===== config.mk =====
export PLATFORM = sky130hd
export DESIGN_NAME = spi_target_flat
export DESIGN_NICKNAME = d
export VERILOG_FILES = /design/src/rtl/spi_pkg.sv /design/src/rtl/spi_target_if.sv /design/src/rtl/spi_sync.sv /design/src/rtl/spi_target.sv /design/src/flat_wrapper.sv
export SDC_FILE = /design/constraint.sdc
export NUM_CORES = 1
export LEC_CHECK = 0
export BUFFER_PORTS_ARGS = -buffer_cell sky130_fd_sc_hd__buf_2
export CORE_MARGIN = 3
export CORE_UTILIZATION = 25
export DETAILED_ROUTE_END_ITERATION = 10
export GPL_TIMING_DRIVEN = 1
export PLACE_DENSITY = 0.51
export SYNTH_ARGS = -nofsm -noshare
export SYNTH_HDL_FRONTEND = slang
export SYNTH_SLANG_ARGS = --single-unit

===== constraint.sdc =====
create_clock -name clk -period 1.6 [get_ports clk]
set_input_delay 0.16 -clock clk [delete_from_list [all_inputs] [get_ports clk]]
set_output_delay 0.16 -clock clk [all_outputs]
set_load 0.01 [all_outputs]

===== src/rtl/spi_pkg.sv =====
// Shared types and constants for the SPI target.
// Holds the FSM state encoding and the synchroniser depth.
// Bit order is chosen per build with SPI_TARGET_LSB_FIRST_EN (default MSB first).
package spi_pkg;

  typedef enum logic {SPI_IDLE, SPI_SHIFT} spi_state_e;

  localparam int SPI_SYNC_STAGES = 2;

endpackage


===== src/rtl/spi_target_if.sv =====
// Host-side byte streams of the SPI target: tx holding-register write and rx word read.
// Both directions use valid/ready; overrun_o flags a received word that was dropped.
// The target uses the slave modport, the local host the master modport.
interface spi_target_if #(parameter int DATA_W = 8) ();

  logic [DATA_W-1:0] tx_data_i;
  logic              tx_valid_i;
  logic              tx_ready_o;
  logic [DATA_W-1:0] rx_data_o;
  logic              rx_valid_o;
  logic              rx_ready_i;
  logic              overrun_o;

  modport slave (
    input  tx_data_i, tx_valid_i, rx_ready_i,
    output tx_ready_o, rx_data_o, rx_valid_o, overrun_o
  );

  modport master (
    output tx_data_i, tx_valid_i, rx_ready_i,
    input  tx_ready_o, rx_data_o, rx_valid_o, overrun_o
  );

endinterface


===== src/rtl/spi_sync.sv =====
// Brings one asynchronous SPI pin into the clk domain and flags its edges.
// Latency: SPI_SYNC_STAGES cycles to q, rise/fall pulse in the same cycle q changes.
// No backpressure; rise/fall are single-cycle pulses.
module spi_sync
  import spi_pkg::*;
#(
  parameter logic RST_VAL = 1'b0
) (
  input  logic clk,
  input  logic rst_n,
  input  logic d,
  output logic q,
  output logic rise,
  output logic fall
);

  logic [SPI_SYNC_STAGES-1:0] sync;
  logic                       prev;

  // Synchroniser chain plus one edge register holding the previous synced value.
  always_ff @(posedge clk or negedge rst_n) begin
    if (!rst_n) begin
      sync <= {SPI_SYNC_STAGES{RST_VAL}};
      prev <= RST_VAL;
    end else begin
      sync <= {sync[SPI_SYNC_STAGES-2:0], d};
      prev <= sync[SPI_SYNC_STAGES-1];
    end
  end

  assign q    = sync[SPI_SYNC_STAGES-1];
  assign rise = q & ~prev;
  assign fall = ~q & prev;

endmodule


===== src/rtl/spi_target.sv =====
// SPI mode-0 target: oversampled SCK/CS/MOSI, one DATA_W word per slot, tx/rx byte streams to host.
// Latency: rx word visible the clk after the synced last SCK rise; MISO updates ~3 clk after SCK fall.
// Backpressure: a word completing while rx_valid_o is high is dropped and overrun_o pulses.
// Build option SPI_TARGET_LSB_FIRST_EN selects LSB-first shifting (default MSB first).
module spi_target
  import spi_pkg::*;
#(
  parameter int                DATA_W   = 8,
  parameter logic [DATA_W-1:0] DUMMY_TX = {DATA_W{1'b1}}
) (
  input  logic         clk,
  input  logic         rst_n,
  input  logic         spi_clk_i,
  input  logic         spi_cs_i,
  input  logic         spi_mosi_i,
  output logic         spi_miso_o,
  spi_target_if.slave  host
);

  localparam int CW = $clog2(DATA_W + 1);

  spi_state_e        state, state_nxt;
  logic              sck_q, sck_rise, sck_fall;
  logic              cs_q, cs_rise, cs_fall;
  logic              mosi_q, mosi_rise, mosi_fall;
  logic [DATA_W-1:0] shift_tx, shift_rx, hold_dat, load_word, tx_next, rx_next, rx_dat;
  logic [CW-1:0]     bit_cnt;
  logic              hold_full, wr, entry, abort, bit_rise, bit_fall;
  logic              word_done, word_end, load, rx_vld, overrun;
  logic              unused_sync;

  spi_sync #(.RST_VAL(1'b0)) u_sck  (.clk(clk), .rst_n(rst_n), .d(spi_clk_i),
                                     .q(sck_q), .rise(sck_rise), .fall(sck_fall));
  spi_sync #(.RST_VAL(1'b1)) u_cs   (.clk(clk), .rst_n(rst_n), .d(spi_cs_i),
                                     .q(cs_q), .rise(cs_rise), .fall(cs_fall));
  spi_sync #(.RST_VAL(1'b0)) u_mosi (.clk(clk), .rst_n(rst_n), .d(spi_mosi_i),
                                     .q(mosi_q), .rise(mosi_rise), .fall(mosi_fall));

  assign unused_sync = ^{sck_q, cs_q, mosi_rise, mosi_fall};

  // Bit on the wire for a given tx word (first bit to go out in the chosen order).
  function automatic logic out_bit(input logic [DATA_W-1:0] w);
`ifdef SPI_TARGET_LSB_FIRST_EN
    return w[0];
`else
    return w[DATA_W-1];
`endif
  endfunction

`ifdef SPI_TARGET_LSB_FIRST_EN
  assign tx_next = {1'b0, shift_tx[DATA_W-1:1]};
  assign rx_next = {mosi_q, shift_rx[DATA_W-1:1]};
`else
  assign tx_next = {shift_tx[DATA_W-2:0], 1'b0};
  assign rx_next = {shift_rx[DATA_W-2:0], mosi_q};
`endif

  // FSM state register.
  always_ff @(posedge clk or negedge rst_n) begin
    if (!rst_n) state <= SPI_IDLE;
    else        state <= state_nxt;
  end

  // Next state and per-cycle frame events; SCK edges only count while selected.
  always_comb begin
    state_nxt = state;
    entry     = 1'b0;
    abort     = 1'b0;
    bit_rise  = 1'b0;
    bit_fall  = 1'b0;
    case (state)
      SPI_IDLE: begin
        if (cs_fall) begin
          state_nxt = SPI_SHIFT;
          entry     = 1'b1;
        end
      end
      SPI_SHIFT: begin
        if (cs_rise) begin
          state_nxt = SPI_IDLE;
          abort     = 1'b1;
        end else begin
          bit_rise = sck_rise;
          bit_fall = sck_fall;
        end
      end
      default: state_nxt = SPI_IDLE;
    endcase
  end

  assign word_done = bit_rise && (bit_cnt == CW'(DATA_W - 1));
  assign word_end  = bit_fall && (bit_cnt == CW'(DATA_W));
  assign load      = entry | word_end;
  assign wr        = host.tx_valid_i & ~hold_full;
  // A reload always sees the holding word from before this cycle's host write.
  assign load_word = hold_full ? hold_dat : DUMMY_TX;

  // tx holding register: filled by the host, emptied by every slot load.
  always_ff @(posedge clk or negedge rst_n) begin
    if (!rst_n) begin
      hold_dat  <= '0;
      hold_full <= 1'b0;
    end else begin
      if (wr) hold_dat <= host.tx_data_i;
      hold_full <= (hold_full & ~load) | wr;
    end
  end

  // Shifters, bit counter and MISO; MISO idles high and holds while SCK is quiet.
  always_ff @(posedge clk or negedge rst_n) begin
    if (!rst_n) begin
      shift_tx   <= '0;
      shift_rx   <= '0;
      bit_cnt    <= '0;
      spi_miso_o <= 1'b1;
    end else if (entry) begin
      shift_tx   <= load_word;
      shift_rx   <= '0;
      bit_cnt    <= '0;
      spi_miso_o <= out_bit(load_word);
    end else if (abort) begin
      bit_cnt    <= '0;
      spi_miso_o <= 1'b1;
    end else if (bit_rise) begin
      shift_rx <= rx_next;
      bit_cnt  <= bit_cnt + CW'(1);
    end else if (word_end) begin
      shift_tx   <= load_word;
      bit_cnt    <= '0;
      spi_miso_o <= out_bit(load_word);
    end else if (bit_fall) begin
      shift_tx   <= tx_next;
      spi_miso_o <= out_bit(tx_next);
    end
  end

  // rx word register: load when free or being consumed this cycle, otherwise flag overrun.
  always_ff @(posedge clk or negedge rst_n) begin
    if (!rst_n) begin
      rx_dat  <= '0;
      rx_vld  <= 1'b0;
      overrun <= 1'b0;
    end else begin
      overrun <= 1'b0;
      if (word_done && (!rx_vld || host.rx_ready_i)) begin
        rx_dat <= rx_next;
        rx_vld <= 1'b1;
      end else if (word_done) begin
        overrun <= 1'b1;
      end else if (rx_vld && host.rx_ready_i) begin
        rx_vld <= 1'b0;
      end
    end
  end

  assign host.tx_ready_o = ~hold_full;
  assign host.rx_data_o  = rx_dat;
  assign host.rx_valid_o = rx_vld;
  assign host.overrun_o  = overrun;

endmodule


===== src/flat_wrapper.sv =====
// flat-port wrapper written by rule: the top's interface ports become plain ports
module spi_target_flat import spi_pkg::*;
#(
  parameter int                DATA_W   = 8,
  parameter logic [DATA_W-1:0] DUMMY_TX = {DATA_W{1'b1}}
)
  (clk, rst_n, spi_clk_i, spi_cs_i, spi_mosi_i, spi_miso_o, host_tx_data_i, host_tx_valid_i, host_rx_ready_i, host_tx_ready_o, host_rx_data_o, host_rx_valid_o, host_overrun_o);
  spi_target_if #(.DATA_W(DATA_W)) host_i ();
  input  logic clk;
  input  logic rst_n;
  input  logic spi_clk_i;
  input  logic spi_cs_i;
  input  logic spi_mosi_i;
  output logic spi_miso_o;
  input wire logic [$bits(host_i.tx_data_i)-1:0] host_tx_data_i;
  input wire logic [$bits(host_i.tx_valid_i)-1:0] host_tx_valid_i;
  input wire logic [$bits(host_i.rx_ready_i)-1:0] host_rx_ready_i;
  output wire logic [$bits(host_i.tx_ready_o)-1:0] host_tx_ready_o;
  output wire logic [$bits(host_i.rx_data_o)-1:0] host_rx_data_o;
  output wire logic [$bits(host_i.rx_valid_o)-1:0] host_rx_valid_o;
  output wire logic [$bits(host_i.overrun_o)-1:0] host_overrun_o;
  assign host_i.tx_data_i = host_tx_data_i;
  assign host_i.tx_valid_i = host_tx_valid_i;
  assign host_i.rx_ready_i = host_rx_ready_i;
  assign host_tx_ready_o = host_i.tx_ready_o;
  assign host_rx_data_o = host_i.rx_data_o;
  assign host_rx_valid_o = host_i.rx_valid_o;
  assign host_overrun_o = host_i.overrun_o;
  spi_target #(.DATA_W(DATA_W), .DUMMY_TX(DUMMY_TX)) u_core (.clk(clk), .rst_n(rst_n), .spi_clk_i(spi_clk_i), .spi_cs_i(spi_cs_i), .spi_mosi_i(spi_mosi_i), .spi_miso_o(spi_miso_o), .host(host_i));
endmodule

==> results.py <==
metrics = {
    "power": {
        "power.total_mw": 2.992,
        "irDropWorstVdd_mv": 0.6836,
        "p_leak_nw": 1.163,
        "cellPowerDensity_nw_per_um2": 1209,
    },
    "yosys": {
        "yosys.area.top_type": "dfrtp_1",
        "synth_flop_cell": "dfrtp_1",
        "ys_seq_area_share_pct": 58.56,
        "syn_area_um2": 2017,
        "synth_fp_nets": 193,
        "synth_edf_count": 0,
        "async_reset_ff_share_pct": 100.0,
        "ys_top_cells_by_area": "dfrtp_1, dfstp_2, mux2_1",
        "netlist_instances": 176,
        "synth.avg_cell_area_um2": 11.46,
        "yosysTopAreaCellShare_pct": 53.35,
        "synth-seq-cells": 47,
        "synth_cell_types": 34,
        "ys_warn_count": 0,
    },
    "die": {
        "die_h_um": 95.82,
        "die_width_um": 95.82,
        "row_count": 32,
        "die-area_um2": 9181,
        "initial_utilization_pct": 25.97,
        "ios": 27,
        "design.core.area_um2": 7767,
    },
    "sta": {
        "fmax_ghz": 0.6598,
        "finalCritPeriodShare_pct": 94.73,
        "fin_ws_ns": 0.08438,
        "rsz0062_at_grt": "false",
        "hold_viol_final": 0,
        "timing.final.crit_period_ns": 1.516,
        "slew_headroom_pct": 78.09,
        "worst_pin_slew_ns": 0.3287,
        "drv_slew": 0,
        "skew_ns": 0.007673,
        "fin_setup_tns_ns": 0,
        "finalSetupViolations": 0,
    },
    "final_layout": {
        "syn2layout_area_growth_pct": 22.70,
        "final_common_cell": "dfrtp_1",
        "layout_common_cells": "dfrtp_1, buf_2, nand2_1, nor2_1, nand3_1",
        "antenna_cells": 0,
        "drive_above_1_share_pct": 30.70,
        "final_cells": 317,
        "final_area_um2": 2475,
        "nets": 231,
    },
    "place": {
        "place_ws_ns": 0.01072,
        "buffer_ports.inserted": 26,
        "place_inst": 304,
        "dpl.hpwl_um": 2800,
        "placed_area_um2": 2307,
        "routabilityCongestion": 0.7801,
    },
    "detailed_routing": {
        "drt-vias-per-instance": 4.432,
        "antenna_left": 0,
        "drt-initial-drc-count": 94,
        "drc_errors": 0,
        "vias": 1405,
        "drt-total-wl_um": 3777,
        "drt_pass1_iterations": 4,
        "wl_per_cell_um": 11.91,
    },
    "worst_setup_path": {
        "worstPathCellList": "nor2b_4 -> or3_4 -> or3_1 -> nand3_1",
        "crit_slowest_cell": "dfstp_2",
        "cp_slowest_stage_delay_ns": 0.60,
        "cp.arrival_ns": 1.75,
        "startpoint_type": "flop",
        "cp_top_family": "simple AND/OR/NAND/NOR gates",
        "path_class": "reg -> reg",
        "path_max_fanout": 6,
        "reg2reg_slack_ns": 0.08,
        "end_kind": "flop",
        "crit_required_ns": 1.84,
        "cp.buffers_inverters": 0,
    },
    "clock_tree": {
        "clk_latency_ns": 0.29,
        "numCtsBuffers": 5,
        "path_clk_slew_ns": 0.09,
        "cts_buffer_depth": 2,
        "cts.sinks": 47,
        "cts_tree": "yes",
        "root_buffer": "clkbuf_8",
        "htreeDepth": 2,
    },
    "global_routing": {
        "grt_overflow": 0,
        "grt_pass1_vias": 1476,
        "antenna_found_initial": 0,
        "gr-usage-all-layers_pct": 9.516,
        "grt_max_degree": 26,
        "grt_pass1_wl_um": 6941,
    },
    "run": {
        "maxCapViolCount": 0,
    },
    "min_path": {
        "hp-class": "in -> reg",
    },
    "status": {
        "status": "completed",
    },
}
synthesized netlist by cell type (all sizes together) (3+ instances only):
| master | n |
|---|---|
| a221o | 6 |
| nand3 | 12 |
| buf | 5 |
| nand2 | 24 |
| nor2b | 5 |
| o2111ai | 4 |
| nor3 | 7 |
| dfrtp | 43 |
| mux2 | 16 |
| nor2 | 18 |
| dfstp | 4 |
| o21ai | 3 |
| inv | 3 |
| nand2b | 8 |
flip-flops by register name, indices dropped and copies added (netlist names):
| name | flops |
|---|---|
| u_core.u_mosi.sync | 2 |
| u_core.shift_rx | 7 |
| u_core.u_cs.prev | 1 |
| u_core.host.overrun_o | 1 |
| u_core.hold_full | 1 |
| u_core.host.rx_data_o | 8 |
| u_core.u_cs.sync | 2 |
| u_core.spi_miso_o | 1 |
| u_core.host.rx_valid_o | 1 |
| u_core.state | 1 |
| u_core.shift_tx | 7 |
| u_core.bit_cnt | 4 |
| u_core.hold_dat | 8 |
| u_core.u_sck.sync | 2 |
| u_core.u_sck.prev | 1 |
cell families (layout without fill, tap and decap cells):
group           after synthesis  count (layout)  share of synthesized area, %
compound gates               18              18                         7.134
fa+ha+maj                     2               2                         1.240
mux                          17              17                         9.430
flops                        47              47                         58.56
buf+inv                      10              49                         2.171
simple gates                 82              82                         21.46
stage by stage:
step | utilization, % | hold WS, ns
floorplan | - | -0.1356
global placement | 29.70 | 0.05748
detailed placement | 29.70 | 0.05658
CTS | 31.65 | 0.08357
global route | 31.86 | 0.08786
finish | 31.86 | 0.09168
worst register-to-register path, delay by kind of cell (launching register included):
kind / cells / cell delay [ns]
and+or+nand+nor: 4 / 0.87
DFF: 1 / 0.60
report_power, final:
group | total, mW | internal (mW) | leakage, nW | switching [mW]
clock | 0.780 | 0.393 | 0.0505 | 0.387
combinational | 0.613 | 0.339 | 0.521 | 0.274
sequential | 1.60 | 1.43 | 0.591 | 0.167
cell type report:
type	instances	area [um2]
Clock inverter	1	7.507
Fill cell	814	5293
Clock buffer	7	96.34
Tap cell	102	127.6
Inverter	3	11.26
Timing Repair Buffer	38	242.7
Sequential cell	47	1184
Multi-Input combinational cell	119	805.8
routing by layer:
layer  track usage, %  share of wire [%]  vias to the layer above
met5                0                  0                        -
met4            2.488               0.85                        0
met3            2.580                4.2                        5
met2            14.48                 45                       25
met1            13.37                 50                      685
li1                 -                  -                      690
worst paths after layout:
| kind | from | depth (start not counted) | to |
|---|---|---|---|
| worst max register to register | u_core.u_cs.prev | 4 | u_core.bit_cnt[3] |
| max in group asynchronous | rst_n | 3 | u_core.u_cs.sync[0] |
| worst max-delay path | u_core.u_cs.prev | 4 | u_core.bit_cnt[3] |
| min in group asynchronous | rst_n | 2 | u_core.bit_cnt[3] |
| worst min-delay path | host_tx_data_i[5] | 2 | u_core.hold_dat[5] |
| worst min register to register | u_core.u_mosi.sync[0] | 0 | u_core.u_mosi.sync[1] |
timing repair:
action / in CTS / in global routing
cloned: 0 / 0
pin swaps: 0 / 1
buffers inserted: 1 / 0
hold buffers: 4 / 0
endpoints found under the hold margin: 11 / 0
resized for setup: 0 / 6
setup endpoints to repair: 2 / 16
Note: power is estimated with default switching activity, not from simulation.
